File: src/rtl/pll_slot_arbiter.sv
`default_nettype none
// ============================================================================
// Module   : pll_slot_arbiter
// Brief    : Frame-synchronous round-robin TDM arbiter sharing one fast-domain
//            resource among NREQ requesters per slow-clock period.
// Revision : 1.0
// ============================================================================
module pll_slot_arbiter #(
    parameter  int RATIO = 8,
    parameter  int NREQ  = 4,
    parameter  int DW    = 24,
    localparam int PW    = $clog2(RATIO),
    localparam int SW    = (NREQ > 1) ? $clog2(NREQ) : 1
) (
    input  logic               clk,
    input  logic               rst_n,
    input  logic [PW-1:0]      phase,
    input  logic [NREQ-1:0]    req,
    input  logic [NREQ*DW-1:0] req_data,
    input  logic               err_clr,
    output logic [NREQ-1:0]    gnt,
    output logic               out_valid,
    output logic [DW-1:0]      out_data,
    output logic [SW-1:0]      out_src,
    output logic               locked,
    output logic               sync_err
);

    typedef enum logic [0:0] {
        ST_UNLOCKED = 1'b0,
        ST_LOCKED   = 1'b1
    } state_t;

    state_t            state_q, state_d;
    logic [PW-1:0]     last_phase_q;
    logic [PW-1:0]     expected;
    logic [NREQ-1:0]   pending_q, pending_d;
    logic [SW-1:0]     rr_ptr_q, rr_ptr_d;
    logic [NREQ-1:0]   gnt_q, gnt_d;
    logic              out_valid_q, out_valid_d;
    logic [DW-1:0]     out_data_q, out_data_d;
    logic [SW-1:0]     out_src_q, out_src_d;
    logic              sync_err_q, sync_err_d;
    logic [DW-1:0]     snap_q [NREQ];

    logic              disc;
    logic              snap_en;
    logic              decide;
    logic              pick_found;
    logic [SW-1:0]     pick_k;
    logic [SW:0]       cand;

    assign expected = (last_phase_q == PW'(RATIO - 1)) ? '0 : last_phase_q + PW'(1);

    assign disc    = (state_q == ST_LOCKED) && (phase != expected);
    // Phase 0 snapshots both when acquiring lock and on every continuous wrap.
    assign snap_en = (phase == '0) && !disc;
    assign decide  = (state_q == ST_LOCKED) && !disc && (phase != '0) && (pending_q != '0);

    // Cyclic first-set search over pending, starting at the round-robin pointer.
    always_comb begin
        pick_found = 1'b0;
        pick_k     = '0;
        cand       = '0;
        for (int i = 0; i < NREQ; i++) begin
            cand = {1'b0, rr_ptr_q} + (SW+1)'(i);
            if (cand >= (SW+1)'(NREQ)) begin
                cand = cand - (SW+1)'(NREQ);
            end
            if (!pick_found && pending_q[cand[SW-1:0]]) begin
                pick_found = 1'b1;
                pick_k     = cand[SW-1:0];
            end
        end
    end

    always_comb begin
        state_d     = state_q;
        pending_d   = pending_q;
        rr_ptr_d    = rr_ptr_q;
        gnt_d       = '0;
        out_valid_d = 1'b0;
        out_data_d  = out_data_q;
        out_src_d   = out_src_q;
        sync_err_d  = sync_err_q;

        if (err_clr) begin
            sync_err_d = 1'b0;
        end

        if (disc) begin
            state_d    = ST_UNLOCKED;
            pending_d  = '0;
            sync_err_d = 1'b1;
        end else if (snap_en) begin
            state_d   = ST_LOCKED;
            pending_d = req;
        end else if (decide && pick_found) begin
            pending_d   = pending_q & ~(NREQ'(1) << pick_k);
            rr_ptr_d    = (pick_k == SW'(NREQ - 1)) ? '0 : pick_k + SW'(1);
            gnt_d       = NREQ'(1) << pick_k;
            out_valid_d = 1'b1;
            out_data_d  = snap_q[pick_k];
            out_src_d   = pick_k;
        end
    end

    always_ff @(posedge clk or negedge rst_n) begin
        if (!rst_n) begin
            state_q      <= ST_UNLOCKED;
            last_phase_q <= PW'(RATIO - 1);
            pending_q    <= '0;
            rr_ptr_q     <= '0;
            gnt_q        <= '0;
            out_valid_q  <= 1'b0;
            out_data_q   <= '0;
            out_src_q    <= '0;
            sync_err_q   <= 1'b0;
        end else begin
            state_q      <= state_d;
            last_phase_q <= phase;
            pending_q    <= pending_d;
            rr_ptr_q     <= rr_ptr_d;
            gnt_q        <= gnt_d;
            out_valid_q  <= out_valid_d;
            out_data_q   <= out_data_d;
            out_src_q    <= out_src_d;
            sync_err_q   <= sync_err_d;
        end
    end

    always_ff @(posedge clk or negedge rst_n) begin
        if (!rst_n) begin
            for (int k = 0; k < NREQ; k++) begin
                snap_q[k] <= '0;
            end
        end else if (snap_en) begin
            for (int k = 0; k < NREQ; k++) begin
                snap_q[k] <= req_data[k*DW +: DW];
            end
        end
    end

    assign gnt       = gnt_q;
    assign out_valid = out_valid_q;
    assign out_data  = out_data_q;
    assign out_src   = out_src_q;
    assign locked    = (state_q == ST_LOCKED);
    assign sync_err  = sync_err_q;

endmodule
`default_nettype wire

File: config.mk
export PLATFORM = sky130hd
export DESIGN_NAME = pll_slot_arbiter
export DESIGN_NICKNAME = d
export VERILOG_FILES = /design/src/rtl/pll_slot_arbiter.sv
export SDC_FILE = /design/constraint.sdc
export NUM_CORES = 1
export LEC_CHECK = 0
export BUFFER_PORTS_ARGS = -buffer_cell sky130_fd_sc_hd__buf_2
export CORE_ASPECT_RATIO = 0.6
export CORE_MARGIN = 2
export CORE_UTILIZATION = 58
export CTS_CLUSTER_DIAMETER = 200
export DETAILED_ROUTE_END_ITERATION = 10
export PLACE_DENSITY = 0.85
export SYNTH_ARGS = -nofsm -noshare
export SYNTH_HDL_FRONTEND = slang
export SYNTH_SLANG_ARGS = --single-unit
File: constraint.sdc
create_clock -name clk -period 4.9 [get_ports clk]
set_clock_uncertainty 0.15 [all_clocks]
set_input_delay 0.735 -clock clk [delete_from_list [all_inputs] [get_ports clk]]
set_output_delay 0.735 -clock clk [all_outputs]
set_load 0.01 [all_outputs]
==> impl_metrics.py, run 1 <==
metrics = {
    "outcome": {
        "outcome": "completed",
    },
    "drt": {
        "met3_length_um": 1010,
        "routed_wirelength_um": 13600,
        "top_layer": "met4",
        "post_drt_wl_per_cell_um": 19.3,
        "ant_nets": 0,
        "drc_errors": 0,
        "met2WireLength_um": 6440,
        "firstDrtPassIters": 4,
        "wl_met1_um": 5960,
        "first_iter_violations": 288,
        "dr_total_vias": 3987,
        "vias_per_cell": 5.62,
    },
    "cts": {
        "cts-resized-gates": 0,
        "tritoncts": "built",
        "cts_setup_buffers": 0,
        "clkSinkCount": 138,
        "numCtsBuffers": 17,
        "cts-root-buf": "clkbuf_16",
        "ctsHoldBuffers": 0,
        "h-tree-depth": 4,
        "clk_latency_ps": 410,
        "ctsLongestPathBuffers": 2,
        "clk_pin_slew_ps": 60,
    },
    "timing": {
        "worstMarginPinSlew_ps": 1170,
        "finalCritPeriodShare": 0.706,
        "final_max_slew_viol_count": 0,
        "relSlewSlack": 0.218,
        "rsz0062_at_grt": "false",
        "layout_min_cycle_time_ps": 3460,
        "setup_viol": 0,
        "timing_hold_violations_final": 0,
        "fmax_ghz": 0.289,
        "setup-tns-final_ps": 0,
    },
    "yosys": {
        "synth_compound_area_frac": 0.0533,
        "synthArstFlopShare": 1.00,
        "yosys-top-cells-area": "dfrtp_1 57%, mux2_2 11%, mux2i_1 8.2%",
        "postSynthAreaPerCell_um2": 14.1,
        "syn_nets": 530,
        "netlist_area_mm2": 0.00589,
        "synth_top_family_by_area": "multiplexers",
        "synth-seq-cells": 138,
        "synth.area.mux_share": 0.265,
        "synth_largest_area_cell": "dfrtp_1",
        "synthAdderAreaFrac": 0.0128,
        "yosysSeqAreaShare": 0.587,
        "synth_ff_type": "dfrtp_1",
        "synth.yosys.warnings": 0,
        "synth_edf_count": 0,
        "syn-instance-count": 418,
        "synth_top_area_share": 0.574,
        "yosys.area_share.simple": 0.0533,
        "synth_xor_area_frac": 0.00298,
        "synth.top_cells.by_count": "135 x dfrtp_1, 56 x mux2_2, 48 x mux2i_1",
        "yosysMostFrequentCell": "dfrtp_1",
        "synthDistinctLibCells": 37,
    },
    "placed_design": {
        "place_inst": 676,
        "gp_congestion": 0.816,
        "port_buffers": 138,
        "place_hpwl_um": 9130,
        "post_dp_cell_area_mm2": 0.00668,
    },
    "power_and_ir_drop": {
        "p_clk_frac": 0.329,
        "leakage_uw": 0.00363,
        "power_density_mw_per_mm2": 503,
        "power_frac_comb": 0.226,
        "p_int_uw": 2600,
        "ir_drop_uv": 293,
        "swShare": 0.286,
        "p_seq_frac": 0.445,
        "total_power_uw": 3640,
        "power_switching_uw": 1040,
    },
    "finish": {
        "area_delta_synth_final_pct": 23.0,
        "fin_nets": 672,
        "fillers": 677,
        "fin_cells": 709,
        "fin_util": 0.733,
        "fin_area_mm2": 0.00724,
        "drive_gt1_frac": 0.420,
    },
    "floorplanning": {
        "coreArea_mm2": 0.00988,
        "die_h_um": 82.0,
        "rows": 28,
        "die-area_mm2": 0.0110,
        "initial_core_util": 0.596,
        "io_pins": 139,
        "fp.dieW_um": 134,
    },
    "global_route": {
        "grt_overflow_total": 0,
        "track_usage": 0.264,
        "grt_max_degree": 98,
        "grt_pass1_wl_um": 21600,
        "grt_pass1_vias": 4238,
        "antenna_found_initial": 1,
    },
    "critical_path": {
        "critPathKind": "reg2reg",
        "r2r_end": "snap_q[57]",
        "reg2reg_slack_ps": 1440,
        "crit_path_top_delay_cell": "o21ai_4",
        "worstPathCellList": "ha_1 > ha_1 > xor2_1 > nor4b_4 > o21ai_4 > buf_4 > mux2_2",
        "crit_top_cell": "ha_1",
        "worstPathMaxFanout": 36,
        "required_ps": 5050,
        "reg2reg_depth": 7,
        "cp-end-kind": "flop",
        "worst-endpoint-arrival_ps": 3600,
        "startpoint_type": "flop",
        "regToRegStartpoint": "last_phase_q[0]",
        "max_stage_delay_ps": 910,
    },
    "run": {
        "maxCapViolCount": 0,
    },
    "hold_path": {
        "min_path_type": "in2async",
    },
}
critical path, delay by kind of cell, from the launching register on:
family | cells | cell delay, ps
XOR/XNOR | 1 | 250
AND/OR/NAND/NOR | 1 | 130
AO/OA/AOI/OAI | 1 | 910
flip-flops | 1 | 540
adder cells (fa/ha/maj) | 2 | 390
buffers and inverters | 1 | 550
multiplexers | 1 | 400
cells in the final DEF (no fill, tap or decap), types with 5 or more instances in the layout:
cell / netlist / routed
nor2_1: 28 / 28
buf_2: 13 / 137
a21oi_1: 5 / 5
a221oi_1: 23 / 23
nand2_1: 11 / 11
mux2i_1: 48 / 48
mux2_2: 56 / 56
mux2_1: 40 / 40
buf_4: 8 / 6
dfrtp_1: 135 / 135
ha_1: 6 / 6
clkbuf_16: 0 / 17
power groups by stage:
| stage | Combinational (µW) | Sequential (µW) | Clock (µW) |
|---|---|---|---|
| 2_1_floorplan | 492 | 1630 | 0 |
| 3_3_place_gp | 781 | 1600 | 0 |
| 3_5_place_dp | 821 | 1630 | 0 |
| 4_1_cts | 833 | 1620 | 1210 |
| 5_1_grt | 909 | 1650 | 1280 |
| 6_report | 825 | 1620 | 1200 |
metal layers:
layer | vias up | global-route usage
met5 | - | 0
met4 | 0 | 0.0937
met3 | 26 | 0.0914
met2 | 137 | 0.419
met1 | 2025 | 0.343
li1 | 1799 | -
layout make-up:
class	instances	area (µm²)	share of cell area
sequential	138	3460	0.477
inverter	6	22.5	0.00311
multi-input combinational	253	2290	0.316
tap	135	169	0.0233
antenna	2	5.00	0.000691
clock buffer	24	492	0.0679
clock inverter	7	66.3	0.00916
timing repair buffer	144	742	0.102
cells by family (layout without fill, tap and decap cells):
logic type | count (synthesis) | count (layout)
mux | 144 | 144
buf+inv | 27 | 181
other cells | 0 | 2
simple gates | 61 | 61
flops | 138 | 138
fa+ha+maj | 6 | 6
compound gates | 40 | 40
xor+xnor | 2 | 2
registers in the layout, summed over array words and instances (netlist names):
register,count
locked,1
rr_ptr_q,2
out_valid,1
last_phase_q,3
gnt,4
out_src,2
out_data,24
pending_q,4
sync_err,1
snap_q,96
how the worst max path moves through the flow:
| stage | slack (ps) | end | startpoint | depth (start not counted) |
|---|---|---|---|---|
| after floorplan | 2340 | snap_q[0] | last_phase_q[0] | 8 |
| after global placement | 1560 | snap_q[53] | phase[0] | 6 |
| after detailed placement | 1450 | snap_q[57] | phase[0] | 6 |
| after CTS | 1430 | snap_q[24] | last_phase_q[0] | 7 |
| after global routing | 1230 | snap_q[83] | last_phase_q[0] | 7 |
| final | 1440 | snap_q[57] | last_phase_q[0] | 7 |
per-stage QoR:
step                      hold WS, ps  worst slack, ps
after global routing              295             1230
final                             229             1440
after CTS                         292             1430
after detailed placement          333             1450
after floorplan                   289             2340
after global placement            324             1560
(Power assumes the default switching activity.)
==> run 2: changes to the inputs <==
--- a/config.mk
+++ b/config.mk
@@ -5,13 +5,14 @@
 export SDC_FILE = /design/constraint.sdc
 export NUM_CORES = 1
 export LEC_CHECK = 0
+export ABC_AREA = 1
 export BUFFER_PORTS_ARGS = -buffer_cell sky130_fd_sc_hd__buf_2
 export CORE_ASPECT_RATIO = 0.6
 export CORE_MARGIN = 2
-export CORE_UTILIZATION = 58
+export CORE_UTILIZATION = 55
 export CTS_CLUSTER_DIAMETER = 200
 export DETAILED_ROUTE_END_ITERATION = 10
-export PLACE_DENSITY = 0.85
+export PLACE_DENSITY = 0.8
 export SYNTH_ARGS = -nofsm -noshare
 export SYNTH_HDL_FRONTEND = slang
 export SYNTH_SLANG_ARGS = --single-unit
==> constraint.sdc (replaced) <==
create_clock -name clk -period 3.4 [get_ports clk]
set_clock_uncertainty 0.15 [all_clocks]
set_input_delay 0.51 -clock clk [delete_from_list [all_inputs] [get_ports clk]]
set_output_delay 0.51 -clock clk [all_outputs]
set_load 0.01 [all_outputs]
==> run 2 against run 1 <==
  * Sequential power grew 46%
  * Worst hold slack lost 160 ps
  * Flip-flop and latch count is the same
  * Critical path depth grew 8
  * Global-route usage grew 1.9 points
  * Core utilization shrank 4.2 points
  * Worst setup slack lost 930 ps
  * Register-to-register slack lost 930 ps
  * Critical path type unchanged
  * Largest cell class unchanged
==> impl_metrics.py, run 2 <==
metrics = {
    "outcome": {
        "outcome": "completed",
    },
    "yosys": {
        "yosysSeqAreaShare": 0.535,
        "syn_nets": 734,
        "syn-instance-count": 622,
        "synthDistinctLibCells": 29,
        "postSynthAreaPerCell_um2": 10.4,
        "synth-seq-cells": 138,
        "synth_edf_count": 0,
        "synthArstFlopShare": 1.00,
        "synth.top_cells.by_count": "156 x nand2_1, 135 x dfrtp_1, 96 x mux2_2",
        "netlist_area_mm2": 0.00646,
        "synth_largest_area_cell": "dfrtp_1",
        "yosysMostFrequentCell": "nand2_1",
        "synth_top_area_share": 0.523,
        "synth_ff_type": "dfrtp_1",
        "yosys-top-cells-area": "dfrtp_1 52%, mux2_2 17%, nand2_1 9.1%",
        "synth.yosys.warnings": 0,
    },
    "power_and_ir_drop": {
        "power_density_mw_per_mm2": 946,
        "ir_drop_uv": 594,
        "leakage_uw": 0.00394,
    },
    "critical_path": {
        "required_ps": 3530,
        "startpoint_type": "flop",
        "reg2reg_depth": 15,
        "regToRegStartpoint": "rr_ptr_q[0]",
        "worst-endpoint-arrival_ps": 3020,
        "critPathKind": "reg2reg",
        "worstPathMaxFanout": 13,
        "endpoint": "pending_q[2]",
        "reg2reg_slack_ps": 510,
        "cp-end-kind": "flop",
        "startpoint": "rr_ptr_q[0]",
        "r2r_end": "pending_q[2]",
    },
    "placed_design": {
        "port_buffers": 138,
        "gp_congestion": 0.955,
        "place_ws_ps": 623,
        "post_dp_cell_area_mm2": 0.00728,
        "place_hpwl_um": 11400,
    },
    "drt": {
        "post_drt_wl_per_cell_um": 18.3,
        "first_iter_violations": 443,
        "dr_total_vias": 5287,
        "routed_wirelength_um": 17000,
        "ant_nets": 0,
        "drc_errors": 0,
        "vias_per_cell": 5.68,
        "firstDrtPassIters": 5,
    },
    "hold_path": {
        "min_path_type": "in2reg",
    },
    "floorplanning": {
        "die-area_mm2": 0.0127,
        "initial_core_util": 0.568,
        "fp.dieW_um": 144,
        "io_pins": 139,
        "die_h_um": 88.0,
        "coreArea_mm2": 0.0114,
        "rows": 30,
    },
    "cts": {
        "numCtsBuffers": 17,
        "cts_setup_buffers": 0,
        "tritoncts": "built",
        "ctsLongestPathBuffers": 2,
        "clkSinkCount": 138,
        "clk_pin_slew_ps": 60,
        "cts-root-buf": "clkbuf_16",
        "h-tree-depth": 4,
        "clk_latency_ps": 420,
        "cts-resized-gates": 0,
    },
    "timing": {
        "layout_min_cycle_time_ps": 2890,
        "rsz0062_at_grt": "false",
        "worstMarginPinSlew_ps": 680,
        "setup-tns-final_ps": 0,
        "fmax_ghz": 0.346,
        "setup_viol": 0,
        "final_max_slew_viol_count": 0,
        "relSlewSlack": 0.545,
        "setup_slack_ps": 509,
        "finalCritPeriodShare": 0.850,
        "timing_hold_violations_final": 0,
    },
    "finish": {
        "drive_gt1_frac": 0.395,
        "top_register": "snap_q",
        "final_common_cell": "nand2_1",
        "fin_nets": 868,
        "fin_area_mm2": 0.00787,
        "fin_util": 0.692,
        "final_cell_mix": "155 x nand2_1, 137 x buf_2, 135 x dfrtp_1",
        "area_delta_synth_final_pct": 21.7,
        "largest_reg_flops": 96,
    },
    "global_route": {
        "grt_pass1_vias": 5303,
        "grt_pass1_wl_um": 27200,
        "grt_overflow_total": 0,
        "antenna_found_initial": 2,
        "grt_max_degree": 71,
        "track_usage": 0.283,
    },
    "run": {
        "maxCapViolCount": 0,
    },
}
==> run 2: changes by cell type after synthesis, sizes merged, moves of 17 or more <==
cell / previous run / this run
a221oi: 23 / 0
mux2i: 48 / 0
nand2: 12 / 165
nand3: 0 / 48
nand4: 0 / 37
nor2: 30 / 47
==> run 2: worst min path at each step <==
| stage | startpoint | to | slack (ps) | depth (start not counted) |
|---|---|---|---|---|
| floorplan | rst_n | gnt[0] | 60 | 0 |
| global placement | out_data[14] | out_data[14] | 320 | 2 |
| detailed placement | out_data[1] | out_data[1] | 330 | 2 |
| CTS | phase[2] | last_phase_q[2] | 70 | 1 |
| global route | phase[0] | last_phase_q[0] | 70 | 1 |
| finish | phase[2] | last_phase_q[2] | 70 | 1 |
==> run 2: layer usage <==
metal	track usage	vias to the layer above	routed length [µm]
li1	-	2379	-
met1	0.383	2552	7210
met4	0.0954	2	289
met5	0	-	13
met2	0.446	320	7830
met3	0.0804	34	1700
==> run 2: area by class of cell <==
type / instances / area, µm²
fillers: 852 / 3510
flip-flops and latches: 138 / 3460
multi-input cells: 431 / 2740
repair buffers: 149 / 820
clock buffers: 21 / 450
well taps: 160 / 200
clock inverters: 11 / 121
inverters: 19 / 76.3
diodes: 1 / 2.50
==> run 2: critical path, cell delays in order, from the launching register on <==
cell     delay, ps
dfrtp_1        550
inv_6          190
nand2_1        100
nand3_1        140
nand2_2        120
nor2_4         150
nand3_1        130
inv_1           80
nor2_1          50
nor2_2         470
ha_1           240
inv_1           70
nand2_1         60
o21ai_0         90
nand2_1         70
o21ai_0        100
==> run 2: kinds of logic after synthesis <==
| logic type | Yosys count | synth area share |
|---|---|---|
| compound gates | 27 | 0.0265 |
| xor+xnor | 3 | 0.00407 |
| fa+ha+maj | 6 | 0.0116 |
| buf+inv | 53 | 0.0424 |
| flops | 138 | 0.535 |
| mux | 96 | 0.167 |
| simple gates | 299 | 0.213 |
==> run 2: power by group <==
group,switching (µW),internal (µW)
sequential,305,2060
combinational,2180,1100
clock,704,1100
total,3190,4250
==> run 2: metrics by stage <==
stage | hold WS [ps] | cells | power, µW
3_3_place_gp | 324 | 896 | 5360
5_1_grt | 74.1 | 929 | 7860
4_1_cts | 65.9 | 929 | 7390
2_1_floorplan | 64.4 | 622 | 4640
3_5_place_dp | 328 | 896 | 5520
6_report | 72.5 | 930 | 7440
==> run 2: repair_timing <==
item                                    4_1_cts  5_1_grt
endpoints found under the setup margin        0        0
hold buffers                                  1        0
endpoints found under the hold margin        68        0
==> run 3: changes to the inputs <==
--- a/config.mk
+++ b/config.mk
@@ -13,6 +13,7 @@
 export CTS_CLUSTER_DIAMETER = 200
 export DETAILED_ROUTE_END_ITERATION = 10
 export PLACE_DENSITY = 0.8
+export SKIP_CTS_REPAIR_TIMING = 1
 export SYNTH_ARGS = -nofsm -noshare
 export SYNTH_HDL_FRONTEND = slang
 export SYNTH_SLANG_ARGS = --single-unit
==> constraint.sdc (replaced) <==
create_clock -name clk -period 2.8 [get_ports clk]
set_clock_uncertainty 0.15 [all_clocks]
set_input_delay 0.42 -clock clk [delete_from_list [all_inputs] [get_ports clk]]
set_output_delay 0.42 -clock clk [all_outputs]
set_load 0.01 [all_outputs]
==> run 3 against run 2 <==
  * Register-to-register slack got worse by 380 ps
  * Routed wire length rose by 2.0%
  * Flip-flop and latch count did not move
  * Fmax rose by 8.1%
  * Sequential power rose by 22%
  * Final cell count rose by 1.2%
  * First-iteration DRC count rose by 34%
  * Clock-buffer cell count rose by 1
  * Total power rose by 26%
  * Worst hold slack got worse by 26 ps
  * Combinational power rose by 28%
  * Highest routed layer unchanged
  * Global-route usage rose by 0.45 points
==> impl_metrics.py, run 3 (synthesized netlist as in run 2, its figures left out) <==
metrics = {
    "drt": {
        "post_drt_wl_per_cell_um": 18.5,
        "ant_nets": 0,
        "firstDrtPassIters": 5,
        "drc_errors": 0,
        "vias_per_cell": 5.69,
        "dr_total_vias": 5356,
        "first_iter_violations": 592,
        "routed_wirelength_um": 17400,
    },
    "timing": {
        "setup_viol": 0,
        "relSlewSlack": 0.655,
        "setup_slack_ps": 124,
        "worstMarginPinSlew_ps": 515,
        "final_max_slew_viol_count": 0,
        "layout_min_cycle_time_ps": 2680,
        "fmax_ghz": 0.374,
        "finalCritPeriodShare": 0.956,
        "timing_hold_violations_final": 0,
        "rsz0062_at_grt": "false",
        "setup-tns-final_ps": 0,
    },
    "critical_path": {
        "required_ps": 2950,
        "cp_num_cells": 9,
        "worst-endpoint-arrival_ps": 2830,
        "crit_path_top_delay_cell": "dfstp_2",
        "reg2reg_depth": 9,
        "cp_num_buf_inv": 1,
        "worstPathCellList": "ha_1 > ha_1 > xnor2_1 > nand3_1 > nor3b_4 > buf_4 > nand2_2 > nor2_1 > nor2_1",
        "worstPathMaxFanout": 16,
        "r2r_end": "out_data[8]",
        "critPathKind": "reg2reg",
        "startpoint_type": "flop",
        "cp-end-kind": "flop",
        "max_stage_delay_ps": 540,
        "reg2reg_slack_ps": 120,
        "regToRegStartpoint": "last_phase_q[0]",
        "cp_top_family": "simple AND/OR/NAND/NOR gates",
    },
    "power_and_ir_drop": {
        "power_density_mw_per_mm2": 1170,
        "leakage_uw": 0.00402,
        "ir_drop_uv": 755,
        "total_power_uw": 9400,
    },
    "finish": {
        "final_common_cell": "nand2_1",
        "area_delta_synth_final_pct": 24.0,
        "drive_gt1_frac": 0.401,
        "largest_reg_flops": 96,
        "top_register": "snap_q",
        "final_cell_mix": "155 x nand2_1, 137 x buf_2, 134 x dfrtp_1",
        "fin_nets": 879,
    },
    "cts": {
        "clk_pin_slew_ps": 60,
        "cts-root-buf": "clkbuf_16",
        "clkSinkCount": 138,
        "tritoncts": "built",
        "numCtsBuffers": 17,
        "h-tree-depth": 4,
        "ctsLongestPathBuffers": 2,
        "clk_latency_ps": 420,
    },
    "floorplanning": {
        "rows": 30,
        "die_h_um": 88.0,
        "io_pins": 139,
        "fp.dieW_um": 144,
        "die-area_mm2": 0.0127,
        "coreArea_mm2": 0.0114,
        "initial_core_util": 0.568,
    },
    "placed_design": {
        "gp_congestion": 0.916,
        "port_buffers": 138,
        "place_hpwl_um": 11800,
        "place_ws_ps": 151,
    },
    "global_route": {
        "grt_pass1_vias": 5282,
        "grt_max_degree": 67,
        "grt_pass1_wl_um": 27300,
        "track_usage": 0.287,
        "grt_overflow_total": 0,
        "antenna_found_initial": 2,
    },
    "hold_path": {
        "hp-start": "err_clr",
        "whs_path_depth": 2,
        "holdPathEnd": "sync_err",
        "min_path_type": "in2reg",
    },
    "outcome": {
        "outcome": "completed",
    },
    "run": {
        "maxCapViolCount": 0,
    },
}
==> run 3: cell types whose count changed in the layout (fill, tap and decap cells not counted), sizes merged <==
cell and change:
clkinvlp -1, dlygate4sd3 +3, clkinv -1, clkbuf +1, bufinv +1, buf +8
==> run 3: worst reg2reg max path, cell delays in order (launching register included) <==
cell     delay, ps
dfstp_2        540
ha_1           150
ha_1           230
xnor2_1        230
nand3_1        230
nor3b_4        320
buf_4          280
nand2_2        210
nor2_1         170
nor2_1          60
==> run 3: area by class of cell <==
cell class,instances,area [µm²]
flip-flops and latches,138,3460
fillers,813,3360
multi-input cells,431,2750
repair buffers,160,922
clock buffers,22,464
well taps,160,200
clock inverters,10,143
inverters,19,76.3
diodes,1,2.50
==> run 3: how the worst max path moves through the flow <==
stage                          from            to  slack [ps]
floorplan           last_phase_q[0]    snap_q[10]         450
global placement    last_phase_q[0]  out_data[13]         310
detailed placement  last_phase_q[0]  out_data[19]         150
CTS                 last_phase_q[0]  out_data[19]         110
global route        last_phase_q[0]  out_data[11]           3
finish              last_phase_q[0]   out_data[8]         120
==> run 3: report_power, final <==
| group | switching, µW | internal, µW | leakage, µW | total, µW |
|---|---|---|---|---|
| clock | 866 | 1450 | 0.000295 | 2320 |
| combinational | 2760 | 1450 | 0.00205 | 4210 |
| sequential | 371 | 2500 | 0.00168 | 2880 |
==> run 3: routing by layer <==
layer	share of wire	global-route usage
met5	0.00081	0
met4	0.020	0.0954
met3	0.093	0.0858
met2	0.46	0.452
met1	0.43	0.388
==> run 3: through the flow <==
| stage | util | hold slack [ps] | cell area (µm²) | instances |
|---|---|---|---|---|
| global route | 0.704 | 54.4 | 8010 | 940 |
| floorplan | - | -25.6 | 6460 | 622 |
| finish | 0.704 | 46.3 | 8010 | 941 |
| detailed placement | 0.645 | 243 | 7340 | 902 |
| global placement | 0.645 | 241 | 7340 | 902 |
| CTS | 0.699 | -190 | 7950 | 934 |
